### config.mk
export PLATFORM = sky130hd
export DESIGN_NAME = mult4u_share_ctrl_flat
export DESIGN_NICKNAME = d
export VERILOG_FILES = /design/src/rtl/mult4u_share_if.sv /design/src/rtl/mult4u_share_ctrl.sv /design/src/flat_wrapper.sv
export SDC_FILE = /design/constraint.sdc
export NUM_CORES = 1
export LEC_CHECK = 0
export CAP_MARGIN = 20
export CORE_MARGIN = 3
export CORE_UTILIZATION = 40
export DETAILED_ROUTE_END_ITERATION = 6
export MAX_ROUTING_LAYER = met4
export PLACE_DENSITY_LB_ADDON = 0.12
export RECOVER_POWER = 100
export SLEW_MARGIN = 20
export SYNTH_ARGS = -nofsm -noshare
export SYNTH_HDL_FRONTEND = slang
export SYNTH_SLANG_ARGS = --single-unit
### constraint.sdc
create_clock -name clk -period 2.6 [get_ports clk]
set_input_delay 0.26 -clock clk [delete_from_list [all_inputs] [get_ports clk]]
set_output_delay 0.26 -clock clk [all_outputs]
set_load 0.02 [all_outputs]
### src/rtl/mult4u_share_if.sv
// Handshake bundle between requesters, the sharing controller and the external 4x4 multiplier.
interface mult4u_share_if #(
  parameter int NREQ = 4,
  parameter int IDW  = 3
);
  logic [NREQ-1:0]   req_valid;
  logic [4*NREQ-1:0] req_a;
  logic [4*NREQ-1:0] req_b;
  logic [NREQ-1:0]   req_ready;
  logic [3:0]        mul_a;
  logic [3:0]        mul_b;
  logic [7:0]        mul_p;
  logic              rsp_valid;
  logic              rsp_ready;
  logic [IDW-1:0]    rsp_id;
  logic [7:0]        rsp_p;
  logic              rsp_err;
  logic              busy;

  modport slave (
    input  req_valid, req_a, req_b, mul_p, rsp_ready,
    output req_ready, mul_a, mul_b, rsp_valid, rsp_id, rsp_p, rsp_err, busy
  );

  modport master (
    output req_valid, req_a, req_b, mul_p, rsp_ready,
    input  req_ready, mul_a, mul_b, rsp_valid, rsp_id, rsp_p, rsp_err, busy
  );
endinterface

### src/rtl/mult4u_share_ctrl.sv
// Round-robin time-sharing of one external 4x4 unsigned multiplier among NREQ requesters.
// Optional MULT_RECHECK_EN adds a swapped-operand re-execution cycle that flags multiplier faults.
//
// state   | meaning
// S_IDLE  | waiting for a request; grants one requester combinationally
// S_ISSUE | latched operands drive the multiplier; product captured at the edge
// S_CHECK | operands swapped and product compared (MULT_RECHECK_EN only)
// S_RESP  | response held until rsp_ready
module mult4u_share_ctrl #(
  parameter int NREQ = 4,
  parameter int IDW  = 3
) (
  input  logic                clk,
  input  logic                rst_n,
  mult4u_share_if.slave       bus
);

  typedef enum logic [1:0] {
    S_IDLE  = 2'd0,
    S_ISSUE = 2'd1,
    S_CHECK = 2'd2,
    S_RESP  = 2'd3
  } state_t;

  state_t          r_state;
  state_t          w_next;
  logic [IDW-1:0]  r_rr_ptr;
  logic [3:0]      r_op_a;
  logic [3:0]      r_op_b;
  logic [IDW-1:0]  r_id;
  logic [7:0]      r_res;

  logic            w_found_hi;
  logic            w_found_lo;
  logic [IDW-1:0]  w_gnt_hi;
  logic [IDW-1:0]  w_gnt_lo;
  logic            w_found;
  logic [IDW-1:0]  w_gnt;
  logic [3:0]      w_sel_a;
  logic [3:0]      w_sel_b;
  logic            w_accept;

`ifdef MULT_RECHECK_EN
  logic            r_err;
`endif

  // Round-robin: lowest requester above the last grant wins, otherwise wrap to the lowest overall.
  always_comb begin
    w_found_hi = 1'b0;
    w_found_lo = 1'b0;
    w_gnt_hi   = '0;
    w_gnt_lo   = '0;
    for (int j = NREQ - 1; j >= 0; j--) begin
      if (bus.req_valid[j]) begin
        w_found_lo = 1'b1;
        w_gnt_lo   = IDW'(j);
        if (j > int'(r_rr_ptr)) begin
          w_found_hi = 1'b1;
          w_gnt_hi   = IDW'(j);
        end
      end
    end
    w_found = w_found_hi | w_found_lo;
    w_gnt   = w_found_hi ? w_gnt_hi : w_gnt_lo;
  end

  assign w_accept = (r_state == S_IDLE) && w_found;

  always_comb begin
    w_sel_a       = '0;
    w_sel_b       = '0;
    bus.req_ready = '0;
    for (int j = 0; j < NREQ; j++) begin
      if (w_gnt == IDW'(j)) begin
        w_sel_a          = bus.req_a[4*j +: 4];
        w_sel_b          = bus.req_b[4*j +: 4];
        bus.req_ready[j] = w_accept;
      end
    end
  end

  always_ff @(posedge clk or negedge rst_n) begin
    if (!rst_n) begin
      r_state <= S_IDLE;
    end else begin
      r_state <= w_next;
    end
  end

  always_comb begin
    w_next    = r_state;
    bus.mul_a = '0;
    bus.mul_b = '0;
    case (r_state)
      S_IDLE: begin
        if (w_found) w_next = S_ISSUE;
      end
      S_ISSUE: begin
        bus.mul_a = r_op_a;
        bus.mul_b = r_op_b;
`ifdef MULT_RECHECK_EN
        w_next    = S_CHECK;
`else
        w_next    = S_RESP;
`endif
      end
      S_CHECK: begin
`ifdef MULT_RECHECK_EN
        // Commuted operands exercise different multiplier paths for the same product.
        bus.mul_a = r_op_b;
        bus.mul_b = r_op_a;
`endif
        w_next    = S_RESP;
      end
      S_RESP: begin
        if (bus.rsp_ready) w_next = S_IDLE;
      end
      default: w_next = S_IDLE;
    endcase
  end

  always_ff @(posedge clk or negedge rst_n) begin
    if (!rst_n) begin
      r_rr_ptr <= IDW'(NREQ - 1);
      r_op_a   <= '0;
      r_op_b   <= '0;
      r_id     <= '0;
      r_res    <= '0;
    end else begin
      if (w_accept) begin
        r_op_a   <= w_sel_a;
        r_op_b   <= w_sel_b;
        r_id     <= w_gnt;
        r_rr_ptr <= w_gnt;
      end
      if (r_state == S_ISSUE) r_res <= bus.mul_p;
    end
  end

`ifdef MULT_RECHECK_EN
  always_ff @(posedge clk or negedge rst_n) begin
    if (!rst_n) begin
      r_err <= 1'b0;
    end else if (w_accept) begin
      r_err <= 1'b0;
    end else if (r_state == S_CHECK) begin
      r_err <= (bus.mul_p != r_res);
    end
  end

  assign bus.rsp_err = (r_state == S_RESP) ? r_err : 1'b0;
`else
  assign bus.rsp_err = 1'b0;
`endif

  assign bus.rsp_valid = (r_state == S_RESP);
  assign bus.rsp_p     = (r_state == S_RESP) ? r_res : 8'd0;
  assign bus.rsp_id    = (r_state == S_RESP) ? r_id : '0;
  assign bus.busy      = (r_state != S_IDLE);

endmodule

### src/flat_wrapper.sv
// flat-port wrapper written by rule: the top's interface ports become plain ports
module mult4u_share_ctrl_flat 
#(
  parameter int NREQ = 4,
  parameter int IDW  = 3
)
  (clk, rst_n, bus_req_valid, bus_req_a, bus_req_b, bus_mul_p, bus_rsp_ready, bus_req_ready, bus_mul_a, bus_mul_b, bus_rsp_valid, bus_rsp_id, bus_rsp_p, bus_rsp_err, bus_busy);
  mult4u_share_if #(.NREQ(NREQ), .IDW(IDW)) bus_i ();
  input  logic clk;
  input  logic rst_n;
  input wire logic [$bits(bus_i.req_valid)-1:0] bus_req_valid;
  input wire logic [$bits(bus_i.req_a)-1:0] bus_req_a;
  input wire logic [$bits(bus_i.req_b)-1:0] bus_req_b;
  input wire logic [$bits(bus_i.mul_p)-1:0] bus_mul_p;
  input wire logic [$bits(bus_i.rsp_ready)-1:0] bus_rsp_ready;
  output wire logic [$bits(bus_i.req_ready)-1:0] bus_req_ready;
  output wire logic [$bits(bus_i.mul_a)-1:0] bus_mul_a;
  output wire logic [$bits(bus_i.mul_b)-1:0] bus_mul_b;
  output wire logic [$bits(bus_i.rsp_valid)-1:0] bus_rsp_valid;
  output wire logic [$bits(bus_i.rsp_id)-1:0] bus_rsp_id;
  output wire logic [$bits(bus_i.rsp_p)-1:0] bus_rsp_p;
  output wire logic [$bits(bus_i.rsp_err)-1:0] bus_rsp_err;
  output wire logic [$bits(bus_i.busy)-1:0] bus_busy;
  assign bus_i.req_valid = bus_req_valid;
  assign bus_i.req_a = bus_req_a;
  assign bus_i.req_b = bus_req_b;
  assign bus_i.mul_p = bus_mul_p;
  assign bus_i.rsp_ready = bus_rsp_ready;
  assign bus_req_ready = bus_i.req_ready;
  assign bus_mul_a = bus_i.mul_a;
  assign bus_mul_b = bus_i.mul_b;
  assign bus_rsp_valid = bus_i.rsp_valid;
  assign bus_rsp_id = bus_i.rsp_id;
  assign bus_rsp_p = bus_i.rsp_p;
  assign bus_rsp_err = bus_i.rsp_err;
  assign bus_busy = bus_i.busy;
  mult4u_share_ctrl #(.NREQ(NREQ), .IDW(IDW)) u_core (.clk(clk), .rst_n(rst_n), .bus(bus_i));
endmodule
After elaboration in Yosys (flattened, before gate mapping)
Cells that the tools add are included.
Operators by class
  bitwise logic cells: 1
  equal/unequal tests: 8
  $lt $le $gt $ge: 3
  multiplexer cells: 40
  reductions and logical operators: 6
Operators with widths (number)
  $mux W4: 10
  $mux W3: 7
  $mux W1: 14
  $mux W2: 7
  $mux W8: 1
  $eq A3 B2 Y1 const B: 2
  $gt A2 B3 Y1 const A: 2
  $pmux W2 S3: 1
  $eq A2 B2 Y1 const B: 2
  $eq A3 B1 Y1 const B: 1
  $gt A1 B3 Y1 const A: 1
  $logic_not A3 Y1: 1
  $eq A2 B1 Y1 const B: 1
  $logic_not A2 Y1: 1
  $ne A2 B1 Y1 const B: 1
  $ne A2 B2 Y1 const B: 1
  $reduce_and A2 Y1: 1
  $reduce_bool A2 Y1: 1
  $reduce_or A2 Y1: 1
  $logic_and A1 B1 Y1: 1
  $or A1 B1 Y1: 1
Storage, ports and cells
  output and inout port bits: 26
  logic and storage cells: 64
  register bits after elaboration: 24
  input port bits: 47

Logic depth before layout (Yosys ltp)
Gate-level depths: netlist of the first run.
  depth in word-level cells: 13
  mapped depth: 7
  depth with buffers taken out: 6

Worst setup path before layout of the first run
No wires, ideal clock.
  path type: register to output
  from: register u_core.r_rr_ptr[1]
  to: output port bus_req_ready[2]
  path buffers: 2
  arrival time: 1.752 ns
  required time: 2.340 ns
  path slack: 0.588 ns
  cell stages (with the launch flop): 7
  cell sequence: dfstp_2 buf_2 nor3b_1 a311oi_4 buf_6 nand2_1 nor2_1
Between the ends
  cells in the longest elaborated chain, start to end: 10
  elaborated cells on any way between the ends: 20
  those cells by class: order compare (3); eq/ne (1); mux (14); bitwise (1); reduce/logical (1)
Ends and longest elaborated chain
  start: declaration: RTL line mult4u_share_ctrl.sv:27  | logic [IDW-1:0] r_rr_ptr;
  start signal: assignment: RTL line mult4u_share_ctrl.sv:124  | r_rr_ptr <= IDW'(NREQ - 1);
  start signal: assignment: RTL line mult4u_share_ctrl.sv:134  | r_rr_ptr <= w_gnt;
  $gt A2 B3 Y1: RTL line mult4u_share_ctrl.sv:57  | if (j > int'(r_rr_ptr)) begin
  $mux W2 or $mux W1 (tied branches): RTL line mult4u_share_ctrl.sv:57
  $mux W3 or $mux W1 (tied branches): RTL line mult4u_share_ctrl.sv:54  | if (bus.req_valid[j]) begin
  $mux W3 or $mux W1 (tied branches): RTL line mult4u_share_ctrl.sv:57
  $mux W3 or $mux W1 (tied branches): RTL line mult4u_share_ctrl.sv:54
  $mux W3 or $mux W1 (tied branches): RTL line mult4u_share_ctrl.sv:57
  $mux W3 or $mux W1 (tied branches): RTL line mult4u_share_ctrl.sv:54
  $mux W3 or $or A1 B1 Y1 (tied branches): RTL line mult4u_share_ctrl.sv:64, mult4u_share_ctrl.sv:63
  $eq A3 B2 Y1 or $logic_and A1 B1 Y1 (tied branches): RTL line mult4u_share_ctrl.sv:74, mult4u_share_ctrl.sv:67
  $mux W1 *: RTL line mult4u_share_ctrl.sv:74  | if (w_gnt == IDW'(j)) begin
  end: declaration: RTL line flat_wrapper.sv:16  | output wire logic [$bits(bus_i.req_ready)-1:0] bus_req_ready;
Every way passes the cells marked *; elsewhere a longest branch is shown, timed or not.

Worst setup path in the final report of the first run
Same ends and word-level chain as after synthesis.

==> impl.org, run 1 <==
** Synth
- Sequential area share after synthesis :: around 37%
- The biggest area contributor in the post-synthesis netlist is sky130_fd_sc_hd__dfrtp_1.
- After synthesis the cells add up to approximately 1500 sq um.
- After synthesis the netlist holds a flip-flop and latch count of 22.
- Number of different library cells in the post-synthesis netlist :: 37
- By area the synthesized netlist is led by sky130_fd_sc_hd__dfrtp_1 34%, sky130_fd_sc_hd__mux2_2 9.8%, sky130_fd_sc_hd__and2_1 8.4%, sky130_fd_sc_hd__nor2_1 3.8%, sky130_fd_sc_hd__dfstp_2 3.5%.
- Average instance area after synthesis :: around 9.4 sq um
- The commonest cells after synthesis are 20 x sky130_fd_sc_hd__and2_1, 20 x sky130_fd_sc_hd__dfrtp_1, 15 x sky130_fd_sc_hd__nor2_1.
- In the synthesized netlist the async set-or-reset flop fraction comes to 100%.
- Synthesis produced a netlist whose cell count is between 150 and 200.
- The Yosys step of the flow raised 0 warnings.
- For this run, the leading register cell type out of synthesis is sky130_fd_sc_hd__dfrtp_1.
- In this run, synthesis inferred 0 flip-flops with an integrated enable.
- The top cell type by area accounts for 33.6% of the synthesized area.

** Critical path
- The endpoint identified for the worst register-to-register timing path is u_core.r_op_b[3]$_DFFE_PN0P_.
- Cell Chain, Critical Path :: nor3b_1, a311oi_4, nand2_1, nor2_1, clkdlybuf4s50_1
- The cell family contributing the most delay on the critical path is flip-flops.
- Worst path max stage delay :: roughly 0.64 ns
- The worst register-to-register path begins at u_core.r_rr_ptr[0]$_DFFE_PN1P_.
- At the worst endpoint, the arrival time is around 2.2 ns.
- STA puts the critical path data required time at roughly 2.3 ns.
- Critical Path Sink Type :: primary output
- The setup check on the worst reg-to-reg path leaves a slack of between 0.3 and 0.4 ns.
- Of all nets on the critical path, the largest fanout is 8.
- The slowest stage of the critical path is the sky130_fd_sc_hd__dfstp_2 cell.
- The critical path crosses 5 cells after its start point.
- The critical path is of the flop to primary output type.
- Bufs and invs on worst path :: 1
- Counting cells, the worst reg-to-reg path comes to 6.
- Type of origin of the critical path :: flop

** Route
- After detailed routing, the number of vias per cell comes to between 5 and 6.
- For this block, the initial DRC count from the detailed router was 30.
- Total Wirelength :: roughly 4.1 mm
- First-pass iteration count of the detailed router :: 4
- Average wire per standard cell :: around 15 um
- For this block, the via count after detailed routing is 1,414.
- In this run the remaining antenna-violating nets after routing total 0.
- After detailed routing, the number of remaining DRC violations is 0.

** Hold path
- Endpoint of the worst hold path :: u_core.r_id[1]$_DFFE_PN0P_
- Along the worst hold path, the cell count comes to 2.
- The tightest min-delay check is of the flop to flop type.
- Start point of the worst min-delay path :: u_core.r_id[1]$_DFFE_PN0P_

** STA
- The count of endpoints failing hold in the final timing report was 0.
- Fmax :: roughly 0.41 GHz
- Final Skew :: 0.00486 ns
- Unrepaired setup endpoints after global routing :: false
- Period utilisation layout :: between 90 and 100%
- Setup violations remaining at the end of the flow were counted as 0.
- Counting I/O delays and the setup requirement, the final critical path takes between 2 and 2.5 ns.
- The number of max-slew violations in the final report was 0.
- Fin Setup TNS :: 0 ns
- Max_slew headroom :: a little under a fifth
- Worst Max-Slew Pin Slew :: approximately 1.2 ns

** Placed design
- Global placement routability congestion :: roughly 0.94
- Number of input and output port buffers inserted :: 70
- Detailed placer's ending HPWL :: roughly 3.3 mm
- Once placement finished, the instance area stood at between 2000 and 2500 sq um.

** CTS
- Buffer type at the clock tree root :: sky130_fd_sc_hd__clkbuf_8
- H-Tree Level Count :: 1
- Number of buffers inserted for hold repair after clock tree synthesis :: 0
- Buffer levels on the longest clock path :: 2
- Post-CTS Resized :: 0
- Buffer count from post-CTS setup fixing :: 0
- # clock sinks :: 22
- Clock Latency Late Sink :: 0.26 ns
- CTS tree :: built
- Clock-pin slew was measured on the worst setup and hold paths at ~0.090 ns.
- Clock tree synthesis inserted a total of 3 buffers.

** Final layout
- Across the whole layout, storage elements account for 553 sq um.
- Post-route standard cell area excluding fillers :: 2310 sq um
- Area growth, synth to finish :: 55.2%
- At the end of the flow, the number of nets in the layout was approximately 290.
- Fraction of final layout cells sized beyond drive strength 1 :: between 10 and 15%
- Diodes inserted :: 0
- Total area of multi-input combinational cells :: approximately 830 sq um
- After filler insertion, the fill cell instance count of the layout stands at 304.
- Cells fill between 60% and 70% of the core in the end.

** GRT
- Aggregate global routing overflow :: 0
- Entering global routing, the biggest net connects 23 pins.
- The initial antenna violation count was 0.
- Global-route wire length before repair :: around 6.5 mm
- Global routing used 19.6% of the available tracks across all layers.
- The via count of the first global-routing pass came to 1,419.

** Die
- Number of I/O pins :: 73
- The floorplan step defined a die boundary enclosing ~4500 sq um.
- The floorplan step set the die height to between 60 and 70 um.
- Once the floorplan was initialized, standard cells occupied approximately 43% of the core.
- The die is 67.0 um wide.
- Core outline area :: approximately 3500 sq um
- Std cell rows :: 21

** Power
- Dividing total power by cell area gives a power density of between 1000 and 1500 nW/um^2.
- Peak supply drop :: 522 uV
- Total power for the finished layout comes to between 2000 and 2500 uW.
- For this design the static power due to leakage is 0.00100 uW.

** Outcome
- The run finished with clean final reports.

** Flow run
- Across the run, the number of max-cap violations was 0.
-- logic make-up after synthesis --
family | after synthesis | share of synthesized area (%)
compound gates | 36 | 19.1
fa+ha+maj | 4 | 3.36
buf+inv | 19 | 6.55
flops | 22 | 37.1
mux | 17 | 12.5
other cells | 1 | 0.252
simple gates | 60 | 21.1
-- metrics by stage --
stage	hold slack, ns	std cells	setup WS (ns)
floorplan	-0.0356	160	0.588
global placement	0.481	275	0.178
detailed placement	0.477	275	0.141
CTS	0.359	279	0.116
global route	0.516	279	0.0115
finish	0.493	279	0.135
-- placed cells by master (no fill, tap or decap), types with 3 or more instances in the layout --
| cell | n |
|---|---|
| sky130_fd_sc_hd__clkdlybuf4s50_1 | 46 |
| sky130_fd_sc_hd__nand2_1 | 14 |
| sky130_fd_sc_hd__mux2i_1 | 4 |
| sky130_fd_sc_hd__dfrtp_1 | 20 |
| sky130_fd_sc_hd__a21oi_1 | 13 |
| sky130_fd_sc_hd__o21ai_0 | 3 |
| sky130_fd_sc_hd__a221o_1 | 3 |
| sky130_fd_sc_hd__inv_1 | 7 |
| sky130_fd_sc_hd__dlygate4sd3_1 | 24 |
| sky130_fd_sc_hd__o22a_1 | 3 |
| sky130_fd_sc_hd__buf_4 | 9 |
| sky130_fd_sc_hd__ha_1 | 4 |
| sky130_fd_sc_hd__a221oi_1 | 5 |
| sky130_fd_sc_hd__clkbuf_8 | 3 |
| sky130_fd_sc_hd__mux2_2 | 13 |
| sky130_fd_sc_hd__nor3_1 | 3 |
| sky130_fd_sc_hd__nor2_1 | 14 |
| sky130_fd_sc_hd__and2_1 | 20 |
-- report_power, final --
| group | switching (uW) | leakage, uW | internal (uW) | total [uW] |
|---|---|---|---|---|
| clock network | 117 | 0.0000357 | 206 | 322 |
| logic | 740 | 0.000720 | 707 | 1450 |
| registers | 116 | 0.000247 | 527 | 643 |
| total | 973 | 0.00100 | 1440 | 2410 |
-- flip-flops by register name (all words and copies together) (netlist names) --
register,flops
u_core.r_id,2
u_core.r_op_a,4
u_core.r_op_b,4
u_core.r_res,8
u_core.r_rr_ptr,2
u_core.r_state,2
-- worst max-delay path by stage --
stage | start | to | slack, ns
after global placement | bus_req_valid[3] | u_core.r_op_a[0]$_DFFE_PN0P_ | 0.18
after detailed placement | bus_req_valid[3] | bus_req_ready[3] | 0.14
after floorplan | u_core.r_rr_ptr[1]$_DFFE_PN1P_ | bus_req_ready[2] | 0.59
after CTS | u_core.r_rr_ptr[1]$_DFFE_PN1P_ | bus_req_ready[2] | 0.12
final | u_core.r_rr_ptr[1]$_DFFE_PN1P_ | bus_req_ready[2] | 0.13
after global routing | u_core.r_rr_ptr[1]$_DFFE_PN1P_ | bus_req_ready[2] | 0.01
-- area by class of cell --
class                      instances  area share (%)
multi-input combinational        119            35.8
timing repair buffer              81            33.5
sequential                        22            23.9
tap                               46            2.49
clock buffer                       3            1.79
clock inverter                     1            1.30
inverter                           7            1.14
-- layer usage --
layer  up-vias  track usage, %  routed length, um
met2        41            34.2               2090
met5         -               -                  0
li1        702               -                  -
met4         0            7.09                 51
met1       667            22.4               1720
met3         4            3.20                272
-- tightest hold or removal path, cell delays in order, from the launching register on --
cell and delay, ns:
sky130_fd_sc_hd__dfrtp_1 0.35, sky130_fd_sc_hd__nand2_1 0.05, sky130_fd_sc_hd__nand2_1 0.06
(Power assumes the default switching activity.)
==> run 2, diff against run 1 <==
--- a/config.mk
+++ b/config.mk
@@ -6,6 +6,7 @@
 export NUM_CORES = 1
 export LEC_CHECK = 0
 export CAP_MARGIN = 20
+export CORE_ASPECT_RATIO = 0.7
 export CORE_MARGIN = 3
 export CORE_UTILIZATION = 40
 export DETAILED_ROUTE_END_ITERATION = 6
==> impl.org, run 2 (synthesis gave the netlist of run 1 again) <==
** Critical path
- Length in cells of the worst reg-to-reg path :: 6 (unchanged)
- STA classifies the critical path endpoint as a primary output.
- Type of the worst setup path :: input port to primary output
- CP Capture Point :: bus_req_ready[3]
- Type of origin of the critical path :: input port
- Start point of the critical path :: bus_req_valid[1]
- The most numerous cell type found on the critical path is sky130_fd_sc_hd__clkdlybuf4s50_1.
- On the critical path the largest part of the delay comes from buffers and inverters.
- Cell Chain, Critical Path :: clkdlybuf4s50_1, or2_0, a311oi_4, and3_1, clkdlybuf4s50_1
- In this run the critical register-to-register path is launched from u_core.r_rr_ptr[0]$_DFFE_PN1P_.
- The number of gates on the worst path with buffers counted was 5 (unchanged).
- Required time worst endpoint :: 2.34 ns (about the same)
- Endpoint of the worst-slack reg-to-reg timing path :: u_core.r_op_b[2]$_DFFE_PN0P_
- Arrival @ worst endpoint :: 2.27 ns (+0.06 ns)
- The critical-path maximum fanout is 8 (unchanged).
- The slowest stage of the critical path belongs to the cell sky130_fd_sc_hd__clkdlybuf4s50_1.
- The number of buffer and inverter stages on the critical path was 2 (+1).
- Reg-to-reg slack, setup :: 0.23 ns (-0.13 ns)
- Worst path max stage delay :: 0.60 ns (-0.04 ns)

** GRT
- Global-route wire length before repair :: 7.07 mm (+8.8%)
- Via count of the first global-routing pass :: 1,523 (+7.3%)
- The met1 capacity usage during global routing came to 25.1% (+2.7 points).
- Initial antenna violation count :: 0 (unchanged)
- Aggregate global routing overflow :: 0 (unchanged)
- Global-route usage over all layers :: 20.0% (+0.45 points)
- Met3 track demand over resource in global routing :: 5.68% (+2.5 points)
- Pin count of the biggest net entering global routing :: 23 (unchanged)
- The global routing met2 resource utilization is 33.4% (-0.86 points).
- The global routing stage identified its most utilized layer as met2.

** Power
- Peak supply drop :: 597 uV (+14%)
- The power density over the cells was 1060 nW/um^2 (+1.5%).
- Leakage power total :: 0.000957 uW (-4.6%)

** Placed design
- Global placement routability congestion :: 0.880 (-6.3%)
- The count of input and output buffers is 70 (unchanged).
- Pre-CTS worst setup slack :: 0.0839 ns (-0.0576 ns)
- The cell area after placement was 2230 sq um (-1.3%).
- The detailed-placement wirelength estimate was 3.38 mm (+2.7%).

** Die
- The horizontal die dimension is 79.0 um (+18%).
- Die H :: 57.1 um (-15%)
- Die Outline Area :: 4510 sq um (+0.26%)
- Std cell rows :: 17 (-19%)
- The starting density of the core is 44.3% (+1.4 points).
- The I/O pin count came to 73 (unchanged).
- The placeable core area is 3360 sq um (-3.1%).

** STA
- Fin Setup TNS :: 0 ns (unchanged)
- Max_slew headroom :: 37.5% (+19 points)
- The final worst-path cycle share is 97.2% (+2.4 points).
- Fmax :: 0.396 GHz (-2.5%)
- Final number of setup-violating endpoints :: 0 (unchanged)
- Fin. max-slew vios :: 0 (unchanged)
- The post-route clock skew was 0.00431 ns (-0.000553 ns).
- Setup repair after global routing left no endpoint under its margin.
- Slack of the critical path :: 0.0723 ns (-0.0622 ns)
- Hold violation total from the final report :: 0 (unchanged)
- The post-layout minimum cycle time was 2.53 ns (+0.0622 ns).
- Worst Max-Slew Pin Slew :: 0.935 ns (-0.291 ns)

** Final layout
- Area growth, synth to finish :: 53.6%
- Flip-flop count of the largest register, all copies and words added :: 8 (unchanged)
- More flip-flops sit in one register than any other, and that register is u_core.r_res.
- The largest registers in the layout are u_core.r_res: 8 flops, u_core.r_op_a: 4 flops, u_core.r_op_b: 4 flops.
- Fraction of final layout cells sized beyond drive strength 1 :: 13.1% (-0.63 points)
- The count of fill cells added during filler insertion came to 267 (-12%).
- Leaving out fill and tap cells, the most frequent cells in the layout are 55 x sky130_fd_sc_hd__clkdlybuf4s50_1, 20 x sky130_fd_sc_hd__dfrtp_1, 15 x sky130_fd_sc_hd__nor2_1.
- Most frequent standard cell in the layout excluding fill and tap cells :: sky130_fd_sc_hd__clkdlybuf4s50_1
- Diodes inserted :: 0 (unchanged)
- Post-route standard cell area excluding fillers :: 2290 sq um (-1.0%)
- Final #Nets :: 281 (-1.4%)

** Route
- Post-detailed-route via-to-cell ratio :: 5.26 (+3.8%)
- First-pass iteration count of the detailed router :: 4 (unchanged)
- Average wire per standard cell :: 15.4 um (+3.7%)
- Total via count after detailed routing :: 1,452 (+2.7%)
- 1st-iter DRT viols :: 66 (+120%)
- Total Wirelength :: 4.25 mm (+2.6%)
- Final antenna-violating net count :: 0 (unchanged)
- Detailed-route DRC error count :: 0 (unchanged)

** CTS
- Buffer count from post-CTS setup fixing :: 0 (unchanged)
- The total CTS buffers was 3 (unchanged).
- The buffer depth of the longest clock path was 2 (unchanged).
- The number of H-tree levels was 1 (unchanged).
- TritonCTS built the clock tree.
- The count of cells resized by post-cts repair is 0 (unchanged).
- Clock transition at the register clock pins on the worst setup and hold paths after CTS :: 0.07 ns (-0.02 ns)
- The quantity of hold-fixing buffers added after cts came to 0 (unchanged).
- Buffer type at the clock tree root :: sky130_fd_sc_hd__clkbuf_8
- Clock Latency Late Sink :: 0.26 ns (about the same)
- # clock sinks :: 22 (unchanged)

** Hold path
- The min-delay analysis places its worst path in the category flop to flop.

** Flow run
- The number of max-cap violations was 0 (unchanged).

** Outcome
- The run finished with clean final reports.
[run 2: through the flow]
step,total power (uW),hold slack [ns],util [%],cells
2_1_floorplan,1600,-0.0356,-,160
3_3_place_gp,2130,0.470,66.5,272
3_5_place_dp,2180,0.479,66.5,272
4_1_cts,2510,0.505,68.6,276
5_1_grt,2620,0.524,68.1,276
6_report,2420,0.495,68.1,276
[run 2: worst reg2reg max path: stages, from the launching register on]
cell,delay (ns)
sky130_fd_sc_hd__dfstp_2,0.65
sky130_fd_sc_hd__nor3b_1,0.13
sky130_fd_sc_hd__a311oi_4,0.33
sky130_fd_sc_hd__clkbuf_1,0.55
sky130_fd_sc_hd__nor3_1,0.09
sky130_fd_sc_hd__mux2_2,0.28
sky130_fd_sc_hd__a311oi_1,0.25
[run 2: cell type report]
class / count / area [sq um] / share of cell area (%)
timing repair buffer: 77 / 736 / 32.1
clock buffer: 3 / 41.3 / 1.80
multi-input combinational: 119 / 843 / 36.9
tap: 47 / 58.8 / 2.57
clock inverter: 1 / 30.0 / 1.31
inverter: 7 / 26.3 / 1.15
sequential: 22 / 553 / 24.2
[run 2: routing by layer]
layer / wire length, um / vias up / part of all wire, %
met2: 2040 / 70 / 48
met5: 0 / - / 0
met1: 1790 / 675 / 42
li1: - / 694 / -
met4: 74 / 0 / 1.7
met3: 344 / 13 / 8.1
[run 2: where the power goes]
part	total, uW	internal (uW)	switching, uW
logic	1460	713	751
registers	649	527	121
clock network	311	205	106
total	2420	1450	977
[run 2: worst min path at each step]
| stage | startpoint | endpoint | slack, ns | depth (start not counted) |
|---|---|---|---|---|
| 6_report | u_core.r_id[1]$_DFFE_PN0P_ | u_core.r_id[1]$_DFFE_PN0P_ | 0.49 | 2 |
| 4_1_cts | u_core.r_id[1]$_DFFE_PN0P_ | u_core.r_id[1]$_DFFE_PN0P_ | 0.50 | 2 |
| 5_1_grt | u_core.r_op_b[0]$_DFFE_PN0P_ | u_core.r_op_b[0]$_DFFE_PN0P_ | 0.52 | 1 |
| 2_1_floorplan | rst_n | u_core.r_id[0]$_DFFE_PN0P_ | -0.04 | 0 |
| 3_3_place_gp | u_core.r_id[1]$_DFFE_PN0P_ | u_core.r_id[1]$_DFFE_PN0P_ | 0.47 | 2 |
| 3_5_place_dp | u_core.r_id[1]$_DFFE_PN0P_ | u_core.r_id[1]$_DFFE_PN0P_ | 0.48 | 2 |
==> run 3, diff against run 2 <==
--- a/config.mk
+++ b/config.mk
@@ -10,7 +10,6 @@
 export CORE_MARGIN = 3
 export CORE_UTILIZATION = 40
 export DETAILED_ROUTE_END_ITERATION = 6
-export MAX_ROUTING_LAYER = met4
 export PLACE_DENSITY_LB_ADDON = 0.12
 export RECOVER_POWER = 100
 export SLEW_MARGIN = 20
==> impl.org, run 3 (synthesis gave the netlist of run 1 again) <==
** STA
- The count of endpoints failing hold in the final timing report is 0 (unchanged).
- The final worst hold slack is 0.495 ns (+0.000131 ns).
- The worst-case headroom to the max-slew limit came to 37.3% (-0.16 points).
- The post-route clock skew was 0.00409 ns (-0.000218 ns).
- The maximum achievable frequency was 0.395 GHz (about the same).
- The setup TNS is 0 ns (unchanged).
- The number of max-slew violations in the final report was 0 (unchanged).
- Unrepaired setup endpoints after global routing :: false
- Final critical-path required period :: 2.53 ns (+0.00197 ns)
- Worst Max-Slew Pin Slew :: 0.937 ns (+0.00238 ns)
- Period utilisation layout :: 97.3% (about the same)
- Final number of setup-violating endpoints :: 0 (unchanged)

** Critical path
- The count of cells along the worst register-to-register path is 6 (unchanged).
- Worst path max stage delay :: 0.60 ns (about the same)
- Most prevalent standard cell on the critical path :: sky130_fd_sc_hd__clkdlybuf4s50_1
- Walking the worst path, the cells encountered are clkdlybuf4s50_1, or2_0, a311oi_4, and3_1, clkdlybuf4s50_1.
- Arrival @ worst endpoint :: 2.27 ns (about the same)
- Required time worst endpoint :: 2.34 ns (about the same)
- STA classifies the critical path endpoint as a primary output.
- Gate family responsible for the most delay along the worst path :: buffers and inverters
- The number of gates on the worst path with buffers counted is 5 (unchanged).
- Worst-path cell with the longest stage delay :: sky130_fd_sc_hd__clkdlybuf4s50_1
- The setup slack of the worst register-to-register path was 0.23 ns (about the same).
- The endpoint identified for the worst register-to-register timing path is u_core.r_op_b[2]$_DFFE_PN0P_.
- Worst R2R Start :: u_core.r_rr_ptr[0]$_DFFE_PN1P_
- The number of buffer and inverter stages on the critical path is 2 (unchanged).
- In this run the worst setup path begins at bus_req_valid[1].
- Peak fanout along the critical path :: 8 (unchanged)
- The worst setup path is launched from an input port.
- The critical path is of the input port to primary output type.

** Power
- Overall power consumption :: 2420 uW (about the same)
- Cell-internal power :: 1450 uW (about the same)
- Power spent charging and discharging nets :: 977 uW (about the same)
- The switching share of total power came to 40.3% (about the same).
- The reported leakage power was 0.000957 uW (unchanged).
- Power per standard cell area :: 1060 nW/um^2 (about the same)
- The combinational share of power was 60.4% (about the same).
- Part of the total power dissipated in sequential elements :: 26.8% (about the same)
- The part of the total power dissipated in the clock network came to 12.8% (about the same).
- Peak supply drop :: 597 uV (about the same)

** CTS
- The insertion delay to the later sink of the worst-skew pair came to 0.26 ns (about the same).
- Buffer type at the clock tree root :: sky130_fd_sc_hd__clkbuf_8
- The number of H-tree levels was 1 (unchanged).
- The clock sink count came to 22 (unchanged).
- The clock transition time at the flip-flop clock pins of the worst setup and hold paths is 0.07 ns (about the same).
- The total CTS buffers is 3 (unchanged).
- CTS tree :: built
- Buffer levels on the longest clock path :: 2 (unchanged)

** Route
- Post-detailed-route via-to-cell ratio :: 5.24 (-0.48%)
- First-pass iteration count of the detailed router :: 5 (+1)
- The number of vias after detailed routing came to 1,445 (-0.48%).
- Average wire per standard cell :: 15.4 um (about the same)
- 1st-iter DRT viols :: 69 (+4.5%)
- The post-route antenna net violation count was 0 (unchanged).
- Detailed-route DRC error count :: 0 (unchanged)
- Total Wirelength :: 4.24 mm (about the same)

** GRT
- Global-route met2 utilization :: 33.9% (+0.48 points)
- Aggregate global routing overflow :: 0 (unchanged)
- The met3 routing resource usage after global routing is 5.68% (unchanged).
- Initial antenna violation count :: 0 (unchanged)
- Met1 track demand over resource :: 25.4% (+0.29 points)
- Grt peak-use layer :: met2
- The first-pass GRT wire length was 7.11 mm (+0.59%).
- Pin count of the biggest net entering global routing :: 23 (unchanged)
- The global-route usage over all layers is 19.5% (-0.50 points).
- Via count of the first global-routing pass :: 1,516 (-0.46%)

** Final layout
- The synthesis-to-layout area growth is 53.6% (unchanged).
- Total area of multi-input combinational cells :: 843 sq um (unchanged)
- The combined flip-flop and latch cell area is 553 sq um (unchanged).
- The proportion of layout cells with a drive suffix above 1 is 13.1% (unchanged).
- The count of fill cells added during filler insertion was 267 (unchanged).
- The post-route core utilization was 68.1% (unchanged).
- u_core.r_res holds more flip-flops than any other register.
- The largest registers in the layout are u_core.r_res: 8 flops, u_core.r_op_a: 4 flops, u_core.r_op_b: 4 flops.
- The flip-flop count of the largest register after layout came to 8 (unchanged).
- Leaving out fill and tap cells, the most frequent cell in the layout is sky130_fd_sc_hd__clkdlybuf4s50_1.
- The final layout net count is 281 (unchanged).
- In the layout the commonest cells are 55 x sky130_fd_sc_hd__clkdlybuf4s50_1, 20 x sky130_fd_sc_hd__dfrtp_1, 15 x sky130_fd_sc_hd__nor2_1.
- Diodes inserted :: 0 (unchanged)

** Die
- The I/O pin count came to 73 (unchanged).
- The vertical die dimension came to 57.1 um (unchanged).
- The floorplan die area was 4510 sq um (unchanged).
- Chip width :: 79.0 um (unchanged)
- The standard-cell row count was 17 (unchanged).
- The placeable core area is 3360 sq um (unchanged).
- The starting density of the core came to 44.3% (unchanged).

** Placed design
- The detailed-placement wirelength estimate came to 3.38 mm (unchanged).
- Number of input and output port buffers inserted :: 70 (unchanged)
- The final weighted congestion in routability-driven placement came to 0.866 (-1.6%).

** Outcome
- Status :: completed

** Flow run
- The number of max-cap violations came to 0 (unchanged).

** Hold path
- The hold path depth is 2 (unchanged).
- Endpoint of the worst hold path :: u_core.r_id[1]$_DFFE_PN0P_
- In this run the most critical hold path is launched from u_core.r_id[1]$_DFFE_PN0P_.
- Hold Crit Class :: flop to flop
run 3: cell counts in the layout (fill, tap and decap cells not counted):
Identical to the previous run, type by type.
run 3: metal layers:
layer	wire, um	share of wire (%)	vias to the layer above
met2	2080	49	65
li1	-	-	692
met1	1780	42	682
met4	35	0.82	0
met5	0	0	-
met3	346	8.2	6
run 3: worst max-delay path by stage:
stage,slack [ns],end
2_1_floorplan,0.59,bus_req_ready[2]
4_1_cts,0.07,bus_req_ready[2]
3_3_place_gp,0.15,bus_req_ready[2]
3_5_place_dp,0.08,bus_req_ready[2]
5_1_grt,0.02,bus_req_ready[3]
6_report,0.07,bus_req_ready[3]
run 3: per-stage QoR:
stage | setup slack (ns) | cell area, sq um | instances
global route | 0.0187 | 2290 | 276
detailed placement | 0.0839 | 2230 | 272
CTS | 0.0702 | 2310 | 276
finish | 0.0704 | 2290 | 276
global placement | 0.147 | 2230 | 272
floorplan | 0.588 | 1490 | 160
run 3: cell type report:
cell class	count	area share [%]
clock inverters	1	1.31
flip-flops and latches	22	24.2
repair buffers	77	32.1
clock buffers	3	1.80
inverters	7	1.15
well taps	47	2.57
multi-input cells	119	36.9
run 3: repair_timing:
item / CTS / global route
setup buffers: 0 / 0
setup endpoints to repair: 0 / 1
hold buffers: 0 / 0
endpoints found under the hold margin: 0 / 0
resized for setup: 0 / 1
run 3: power by group through the flow:
stage / clock network (uW) / registers, uW / logic [uW]
floorplan: 0 / 586 / 1010
global placement: 0 / 634 / 1500
detailed placement: 0 / 651 / 1530
CTS: 319 / 647 / 1540
global route: 341 / 674 / 1600
finish: 310 / 648 / 1460
run 3: worst reg2reg max path: cells and delay by family (launching register included):
family	cells	cell delay, ns
flip-flops	1	0.64
buffers and inverters	1	0.55
AO/OA/AOI/OAI	2	0.59
multiplexers	1	0.28
AND/OR/NAND/NOR	2	0.22
==> patch 1, RTL diff (flow settings as in run 2) <==
The option `MULT_RECHECK_EN` is turned on by a define.
--- a/src/rtl/mult4u_share_ctrl.sv
+++ b/src/rtl/mult4u_share_ctrl.sv
@@ -8,2 +8,4 @@
 // S_RESP  | response held until rsp_ready
+`define MULT_RECHECK_EN
+
 module mult4u_share_ctrl #(
Check against the original RTL: not equivalent (a bounded check fails within 4 cycles, from zero or initial values and one cycle with rst_n low).
==> patch 1 against run 2 <==
Routed wire length down 0.12%; sequential power is 12% higher; setup slack better by 0.089 ns; area after synthesis rose by 10%; design area rose by 6.5%; first-iteration DRC count grew 92%; count of clock-buffer cells in the layout unchanged; sequential cell count increased by 1; final cell count rose by 8.7%; power grew 8.6%; core utilization is 2.9 points lower; critical path type is now flip-flop to output port; critical endpoint is now bus_mul_b[1].
==> patch 1: results (changes against run 2) <==
The flow ran to the end, and the final reports show no timing, DRC or antenna violations. The number of buffer cells added on primary ports is 71 (+1.4%). By count the netlist is led by dfrtp_1, nor2_1, and2_1, mux2_2. The post-detailed-placement half-perimeter wirelength is 3346 um (-0.90%). The routability congestion estimate came to 0.8494 (-3.5%). The number of nets at the end of the flow came out at 303 (+7.8%). The layout cell share with drive strength beyond 1 came to 0.1120 (-0.01900).

The via count of the routed design came out at 1549 (+6.7%). The root buffer cell chosen for the clock tree is clkbuf_8. The fill cell total of the finished layout came to 356 (+33%).

The worst voltage drop across the vdd grid came to 531.8 uV (-11%). The total global routing track utilization was 0.1888 (-0.01143). The number of DRC violations after detailed-routing iteration 0 is 127 (+92%). The number of synthesis warnings is 0 (unchanged).

The cell area after placement came out at 2411 um^2 (+7.9%). The number of optimization iterations in the first detailed-route pass is 6 (+2). The setup slack at placement came to 0.08178 ns (-0.002109 ns). The internal reg-to-reg setup slack is 0.30 ns (+0.07 ns).

The leakage power is 1.043 nW (+9.0%). The highest cell delay on the worst timing path is 0.69 ns (+0.09 ns). The placed cell count is 294 (+8.1%). The signal arrival time at the worst endpoint came out at 2.18 ns (-0.09 ns).

The synthesized net count is between 200 and 250. The largest net degree at the start of global routing came out at 24 (+4.3%). The cell count after synthesis is 177 (+11%). The post-detailed-routing wire length came out at 4240 um (-0.12%).

The number of antenna violations at the first check in global routing was 0 (unchanged). The number of distinct library cells after synthesis is 37 (unchanged). The worst setup slack after layout came out at 0.1614 ns (+0.08909 ns). The critical-path maximum fanout is 11 (+3). The proportion of synthesized chip area in sequential cells came out at 0.3516 (-0.01952). The first-pass GRT wire length is 7031 um (-0.48%).

The slowest stage of the critical path belongs to the cell dlygate4sd3_1. The worst clock skew came to 0.004012 ns (-0.0002956 ns). By area the synthesized netlist is led by dfrtp_1, mux2_2, and2_1. In the final layout, the registers with the most flip-flops are u_core.r_res (8), u_core.r_op_a (4), u_core.r_op_b (4). The net load switching power came to 0.001152 W (+18%). The number of buffers created by CTS was 3 (unchanged).

The routed length per instance came out at 14.13 um (-8.1%). The actual transition at the worst max-transition pin is 1.219 ns (+0.2842 ns).
patch 1: changes by cell type in the layout (fill, tap and decap cells not counted), sizes merged, moves of 6 or more:
cell	run 2	this run
o21ai	3	9
and2	20	12
clkdlybuf4s50	55	45
nand2	14	7
xor2	0	8
nor2b	1	10
a22oi	0	9
dlygate4sd3	14	22
patch 1: power by group through the flow:
stage	registers [W]	logic, W	clock network, W
detailed placement	0.000731	0.00176	0
CTS	0.000725	0.00176	0.000228
global route	0.000750	0.00186	0.000247
global placement	0.000728	0.00174	0
finish	0.000724	0.00168	0.000224
floorplan	0.000675	0.00116	0
patch 1: repair_timing:
item	in CTS	in global routing
buffers inserted	0	2
resized for setup	0	4
setup endpoints to repair	0	3
endpoints found under the hold margin	0	0
patch 1: worst paths after layout:
check                                    from                to
min                            u_core.r_id[1]    u_core.r_id[1]
max                         u_core.r_state[0]      bus_mul_b[1]
max in group asynchronous               rst_n  u_core.r_op_a[1]
max reg2reg                u_core.r_rr_ptr[1]  u_core.r_op_a[1]
min reg2reg                    u_core.r_id[1]    u_core.r_id[1]
min in group asynchronous               rst_n   u_core.r_res[5]
patch 1: final cells by class:
type                            instances  area [um^2]  share of cell area
Multi-Input combinational cell        137        980.9              0.4025
Sequential cell                        23        578.1              0.2372
Timing Repair Buffer                   81        750.7              0.3080
Inverter                                5        18.77            0.007700
Clock inverter                          1        5.005            0.002053
Clock buffer                            3        41.29             0.01694
Tap cell                               50        62.56             0.02567
patch 1: worst max-delay path, delay by kind of cell (launching register included):
| family | cells | cell delay [ns] |
|---|---|---|
| buffers and inverters | 2 | 0.81 |
| flip-flops | 1 | 0.41 |
| adder cells (fa/ha/maj) | 1 | 0.40 |
| AND/OR/NAND/NOR | 1 | 0.16 |
| AO/OA/AOI/OAI | 1 | 0.13 |
patch 1: logic make-up after synthesis:
logic type	Yosys count	share of synthesized area
fa+ha+maj	5	0.03805
buf+inv	17	0.05174
compound gates	49	0.2146
flops	23	0.3516
mux	17	0.1157
other cells	1	0.002281
simple gates	57	0.1834
xor+xnor	8	0.04262
patch 1: stage by stage:
stage	power (W)	hold WS, ns
global route	0.002856	0.5386
finish	0.002632	0.4871
detailed placement	0.002487	0.4649
floorplan	0.001833	-0.03559
CTS	0.002716	0.3604
global placement	0.002466	0.4593
patch 1: layer usage:
layer / global-route usage / routed length [um] / vias up
met5: - / 0 / -
li1: - / - / 784
met1: 0.2802 / 2122 / 714
met4: 0.009324 / 0 / 0
met2: 0.2751 / 1849 / 51
met3: 0.04255 / 268 / 0
==> patch 2, RTL diff (flow settings as in run 2) <==
Without the edit above. Encoding of `state_t`: now one-hot (4 bits for 4 states).
--- a/src/rtl/mult4u_share_ctrl.sv
+++ b/src/rtl/mult4u_share_ctrl.sv
@@ -17,7 +17,7 @@
 
-  typedef enum logic [1:0] {
-    S_IDLE  = 2'd0,
-    S_ISSUE = 2'd1,
-    S_CHECK = 2'd2,
-    S_RESP  = 2'd3
+  typedef enum logic [3:0] {
+    S_IDLE  = 4'b0001,
+    S_ISSUE = 4'b0010,
+    S_CHECK = 4'b0100,
+    S_RESP  = 4'b1000
   } state_t;
Check against the original RTL: no difference found for any inputs over 10 cycles, from zero or initial values and one cycle with rst_n low; not proved beyond that.
==> patch 2 against run 2 <==
Final cell count down 1.4%; clock skew down 0.0033 ns; sequential share of layout area up 1.5 points; routed wire length down 12%; area after synthesis down 1.1%; sequential power up 4.2%; via count down 9.0%; critical path depth up 1; die area down 0.99%; power down 17%; setup slack better by 0.076 ns; register-to-register slack worse by 0.02 ns; sequential cell count up 1; design area down 1.4%; critical endpoint is now bus_req_ready[2].
==> patch 2: results (changes against run 2) <==
The run finished with clean final reports. The layout cell share with drive strength beyond 1 came to 0.1022 (-0.02878). The final hold violation count is 0 (unchanged).

The cell count after synthesis came out at 148 (-6.9%). The internal reg-to-reg setup slack is 0.21 ns (-0.02 ns). The proportion of synthesized chip area in sequential cells is 0.3930 (+0.02192).

The leakage power came out at 1.042 nW (+8.9%). The placed cell count is 268 (-1.5%). The post-detailed-routing wire length came to 3744 um (-12%).

The worst hold path belongs to the class flip-flop to flip-flop. The total global routing track utilization is 0.1867 (-0.01349). The worst setup path startpoint is u_core.r_rr_ptr[0]. The largest net degree at the start of global routing is 24 (+4.3%). The routability congestion estimate came out at 0.8164 (-7.2%). The most critical setup path has its endpoint at bus_req_ready[2]. The number of global-route vias before repair is 1401 (-8.0%). The number of optimization iterations in the first detailed-route pass came out at 7 (+3).

Counting instances in the post-synthesis netlist gives the leading cell types as dfrtp_1, and2_1, nand2_1. The worst voltage drop across the vdd grid came out at 398.1 uV (-33%). The post-detailed-placement half-perimeter wirelength is 2932 um (-13%).

The worst clock skew was 0.001056 ns (-0.003251 ns). The complex-gate fraction of the synthesized area is 0.1553 (-0.03609). The signal arrival time at the worst endpoint came out at 2.19 ns (-0.08 ns). The hold slack came out at 0.4805 ns (-0.01429 ns). The number of DRC violations after detailed-routing iteration 0 came to 65 (-1.5%).

The fill cell total of the finished layout is 275 (+3.0%). The destination of the worst register-to-register timing path is u_core.r_op_a[1]. The area taken by flip-flops and latches is 579.3 um^2 (+4.8%). The post-synthesis share of cell area spent on full adders, half adders and majority gates came to 0 (-0.03359). The routed length per instance is 13.76 um (-11%).

The post-route fraction of the period consumed by the critical path is 0.9429 (-0.02929). The ratio of routed vias to standard cells is 4.857 (-7.7%). The critical-path maximum fanout came out at 9 (+1). The first-pass GRT wire length came out at 6396 um (-9.5%). The number of gates resized after CTS came out at 1 (+1). The reg-to-reg critical path startpoint is u_core.r_rr_ptr[1]. The headroom to the max-slew limit was 0.1431 (-0.2315). Ranked by total cell area, the synthesized netlist is headed by dfrtp_1, mux2i_1, and2_1. The cell area after placement was 2250 um^2 (+0.67%). The share of cell area taken by muxes after synthesis is 0.1494 (+0.02430).
==> patch 2: routing by layer <==
layer,vias up,part of all wire,GRT usage
li1,656,-,-
met1,608,0.45,0.2292
met2,55,0.47,0.3059
met3,2,0.072,0.05449
met4,0,0.0067,0.03990
met5,-,0,-
==> patch 2: final cells by class <==
| class | instances | area share |
|---|---|---|
| multi-input cells | 111 | 0.3466 |
| repair buffers | 83 | 0.3433 |
| flip-flops and latches | 23 | 0.2568 |
| well taps | 47 | 0.02607 |
| clock buffers | 3 | 0.01830 |
| inverters | 4 | 0.006656 |
| clock inverters | 1 | 0.002219 |
==> patch 2: worst max-delay path, cell delays in order (launching register included) <==
cell and delay (ns):
dfstp_2 0.43, nand2b_1 0.16, a22oi_1 0.20, o221ai_2 0.14, or2_1 0.26, a21oi_1 0.12
clkdlybuf4s50_1 0.61
==> patch 2: power breakdown <==
group,internal (W),switching [W]
Combinational,0.000533,0.000564
Clock,0.000107,0.000120
Sequential,0.000560,0.000116
